## src/rtl/pow5_arb_sched.sv

```systemverilog
// Arbiter and response router for N requesters sharing one fixed-latency pow-5 pipe.
// Define POW5_ARB_ROUND_ROBIN_EN for round-robin grants; default is fixed priority.
module pow5_arb_sched #(
    parameter int n_req   = 4,
    parameter int w       = 8,
    parameter int latency = 4
) (
    input  logic               clk,
    input  logic               rst,
    input  logic [n_req-1:0]   req_vld,
    input  logic [n_req*w-1:0] req_data,
    output logic [n_req-1:0]   req_rdy,
    output logic               pipe_vld,
    output logic [w-1:0]       pipe_data,
    input  logic               res_vld,
    input  logic [w-1:0]       res_data,
    output logic [n_req-1:0]   rsp_vld,
    output logic [w-1:0]       rsp_data,
    output logic               err
);

    localparam int PW = (n_req > 1) ? $clog2(n_req) : 1;
    localparam int D  = latency + 1;

    logic [PW-1:0] w_ptr;
    logic [PW-1:0] w_idx;
    logic          w_hs;
    logic [w-1:0]  w_sel;
    logic          w_old_v;

    logic          r_pipe_vld;
    logic [w-1:0]  r_pipe_data;
    logic [D-1:0]  r_tv;
    logic [PW-1:0] r_tag [D];
    logic          r_err;

    // Circular search from the pointer; first valid requester wins.
    always_comb begin : p_grant
        int j;
        req_rdy = '0;
        w_idx   = '0;
        w_hs    = 1'b0;
        w_sel   = '0;
        j       = 0;
        if (!rst) begin
            for (int k = 0; k < n_req; k++) begin
                j = (int'(w_ptr) + k) % n_req;
                if (!w_hs && req_vld[j]) begin
                    w_hs       = 1'b1;
                    req_rdy[j] = 1'b1;
                    w_idx      = PW'(j);
                    w_sel      = req_data[j*w +: w];
                end
            end
        end
    end

`ifdef POW5_ARB_ROUND_ROBIN_EN
    logic [PW-1:0] r_ptr;

    always_ff @(posedge clk) begin
        if (rst) begin
            r_ptr <= '0;
        end else if (w_hs) begin
            if (int'(w_idx) == n_req - 1) begin
                r_ptr <= '0;
            end else begin
                r_ptr <= w_idx + 1'b1;
            end
        end
    end

    assign w_ptr = r_ptr;
`else
    assign w_ptr = '0;
`endif

    always_ff @(posedge clk) begin
        if (rst) begin
            r_pipe_vld <= 1'b0;
        end else begin
            r_pipe_vld <= w_hs;
        end
    end

    always_ff @(posedge clk) begin
        if (w_hs) begin
            r_pipe_data <= w_sel;
        end
    end

    assign pipe_vld  = r_pipe_vld;
    assign pipe_data = r_pipe_data;

    // Stage 0 aligns with pipe_vld; stage D-1 aligns with res_vld.
    always_ff @(posedge clk) begin
        if (rst) begin
            r_tv <= '0;
        end else begin
            r_tv <= {r_tv[D-2:0], w_hs};
        end
    end

    always_ff @(posedge clk) begin
        r_tag[0] <= w_idx;
        for (int k = 1; k < D; k++) begin
            r_tag[k] <= r_tag[k-1];
        end
    end

    assign w_old_v = r_tv[D-1];

    always_ff @(posedge clk) begin
        if (rst) begin
            r_err <= 1'b0;
        end else if (res_vld != w_old_v) begin
            r_err <= 1'b1;
        end
    end

    assign err = r_err;

    always_comb begin
        rsp_vld = '0;
        if (!rst && res_vld && w_old_v) begin
            rsp_vld[r_tag[D-1]] = 1'b1;
        end
    end

    assign rsp_data = res_data;

endmodule

```

## config.mk

```make
export PLATFORM = sky130hd
export DESIGN_NAME = pow5_arb_sched
export DESIGN_NICKNAME = d
export VERILOG_FILES = /design/src/rtl/pow5_arb_sched.sv
export SDC_FILE = /design/constraint.sdc
export NUM_CORES = 1
export LEC_CHECK = 0
export ABC_AREA = 1
export BUFFER_PORTS_ARGS = -buffer_cell sky130_fd_sc_hd__buf_2
export CAP_MARGIN = 10
export CORE_MARGIN = 4
export CORE_UTILIZATION = 44
export DETAILED_ROUTE_END_ITERATION = 10
export PLACE_DENSITY = 0.83
export SLEW_MARGIN = 20
export SYNTH_ARGS = -nofsm -noshare
export SYNTH_HDL_FRONTEND = slang
export SYNTH_SLANG_ARGS = --single-unit
export TNS_END_PERCENT = 50
```

## constraint.sdc

```tcl
create_clock -name clk -period 1.8 [get_ports clk]
set_input_delay 0.18 -clock clk [delete_from_list [all_inputs] [get_ports clk]]
set_output_delay 0.18 -clock clk [all_outputs]
set_load 0.02 [all_outputs]
```

==> metrics <==
CTS tree=yes; largest net degree at the start of global routing=15; largest family of logic cells by synthesized area=simple AND/OR/NAND/NOR gates; Final Hold Fails=0; Worst-path clk slew=0.12 ns; Worst VDD drop=464 uV; row count=17; Clk Latency, worst-skew pair=0.31 ns; Post-Layout Cell Count=203; Num CTS Buffers=3; synthesized area=1100 um^2; number of gates resized after cts=0; core area=2300 um^2; Worst setup startpoint=rst; cell chain of the critical path=buf_2 > inv_1 > nand3_1 > nor3_1 > buf_2; crit-path max cell delay=0.29 ns; CP Max Fanout=11; Die H=58.1 um; Syn Area/Cell=8.55 um^2; Peak Freq=716 MHz; Hold Startpoint=req_data[31]; Compound-Gate Fraction of Synth Area=2.15%; starting density of the core=48.0%; Finish-stage setup viols=0; Slew HR=77.2%; Routed Antenna Nets=0; post-DR vias/cell=5.09; Hold Path Class=in2reg; XOR/XNOR Fraction of Synth Area=0.794%; antenna cells=0; pre-CTS WS=0.419 ns; Max Cap Viol=0; leading cell type in the layout, fill and taps excluded=buf_2; port bufs=56; Simple-Gate Fraction of Synth Area=32.7%; commonest cells after routing, fill and taps aside=buf_2, nand2_1, nand3_1, dfxtp_1, inv_1; drt pass-1 iters=6; fillers=206; CP Data Required Time=1.62 ns; Final Critical Period=1.40 ns; Worst EP arrival=1.22 ns; Post-Synth Adder-Cell Area=0%; Root Driver=clkbuf_4; Final WS setup=0.403 ns; fraction of layout cells with a size suffix above 1=37.7%; Critical Path Sink Type=primary output; clock skew=0.000712 ns; Fin Setup TNS=0 ns; Overall Global Routing Usage=16.1%; r2r startpoint=r_tv[4]; die footprint=3370 um^2; crit path kind=in2out; post-synthesis sequential element count=24; CP top delay family=buffers and inverters; status=completed; number of DRC markers in iteration 0=103; DR vias=1,034; H-tree levels=1; CP dominant cell by count=buf_2; DRT Wirelength=2680 um; Setup Fix Bufs, Post-CTS=0; crit start category=primary input; Crit-path slowest cell=inv_1; Final Slew Violations=0; Clock Path Buffers=2; Seq/Total Area, Yosys=50.8%; WL per Instance=13.2 um; leakage power=0.708 nW; Post-Syn Nets=176; hpwl dp=2050 um; initial antenna violation count=0; drt drc=0; vias in the first global route=981; fin nets=223; RePlAce Congestion=0.818; Yosys warnings=0; Placed Instances=199; die width=58.1 um; period utilization=77.6%; Pwr per Cell Area=818 nW/um^2; Netlist cell types=17; aggregate global routing overflow=0; hold_buf cts=0; area grow syn2layout=23.4%; slew at the pin closest to its max-slew limit=0.342 ns; post-synthesis mux area share=0%; Clock Sink Count=24; first-pass GRT wire length=4140 um; IO Count=73; RSZ-0062 raised after global routing=false; cell count after synthesis=129; CP bufs+invs=3
-- per-layer routing --
layer / part of all wire, % / vias to the layer above / global-route usage [%] / wire length, um
met2: 46 / 77 / 27.4 / 1230
met5: 0 / - / 0 / 0
met1: 38 / 445 / 18.8 / 1010
met4: 3.3 / 0 / 8.94 / 89
met3: 13 / 13 / 3.34 / 346
li1: - / 499 / - / -
-- synthesized netlist by cell type --
master | count | area [um^2]
nor2_8 | 2 | 40.0
edfxtp_1 | 8 | 240
nor2_1 | 7 | 26.3
buf_6 | 2 | 22.5
nand3_4 | 1 | 17.5
dfxtp_1 | 16 | 320
inv_1 | 10 | 37.5
buf_2 | 3 | 15.0
inv_2 | 2 | 7.51
nand2_1 | 35 | 131
o21ai_2 | 1 | 8.76
a21oi_1 | 2 | 10.0
nor3_1 | 4 | 20.0
xor2_1 | 1 | 8.76
o21ai_0 | 1 | 5.00
nand3_1 | 25 | 125
buf_4 | 9 | 67.6
-- power by group --
part	switching [W]	internal, W	leakage [nW]	total [W]
logic	0.000113	0.0000679	0.475	0.000181
registers	0.00000957	0.000596	0.208	0.000606
clock network	0.000158	0.000170	0.0261	0.000328
-- kinds of logic (layout without fill, tap and decap cells) --
group	Yosys count	count (layout)
xor gates and xnor gates	1	1
buffers and inverters	26	72
DFF	24	24
and+or+nand+nor	74	74
AOI/OAI and AO/OA	4	4
-- path summary, 6_finish.rpt --
path	cells after the start	to	slack [ns]
worst max-delay path	5	rsp_vld[0]	0.40
worst min-delay path	3	pipe_data[7]	0.13
worst min register to register	0	r_tag[0][8]	0.34
worst max register to register	3	err	1.02
-- sequential cells by signal, summed over array words and instances (netlist names) --
| signal | count |
|---|---|
| r_tv | 5 |
| r_tag | 10 |
| err | 1 |
| pipe_data | 8 |
-- metrics by stage --
step	cell area, um^2	total power [W]	util (%)	hold slack [ns]
floorplan	1100	0.000751	-	0.289
global route	1360	0.00115	59.3	0.129
detailed placement	1310	0.000797	57.2	0.312
global placement	1310	0.000792	57.2	0.312
finish	1360	0.00111	59.3	0.134
CTS	1360	0.00111	59.3	0.135
-- final cells by class --
| cell class | count | area (um^2) | share of cell area [%] |
|---|---|---|---|
| Clock buffer | 4 | 47.5 | 3.49 |
| Inverter | 12 | 45.0 | 3.31 |
| Multi-Input combinational cell | 79 | 393 | 28.9 |
| Sequential cell | 24 | 561 | 41.2 |
| Tap cell | 28 | 35.0 | 2.57 |
| Timing Repair Buffer | 56 | 280 | 20.6 |
-- worst register-to-register path: stages (launching register included) --
cell	delay (ns)
dfxtp_1	0.34
xor2_1	0.14
o21ai_0	0.16
inv_1	0.05
Power figures use the tool's default switching activity.
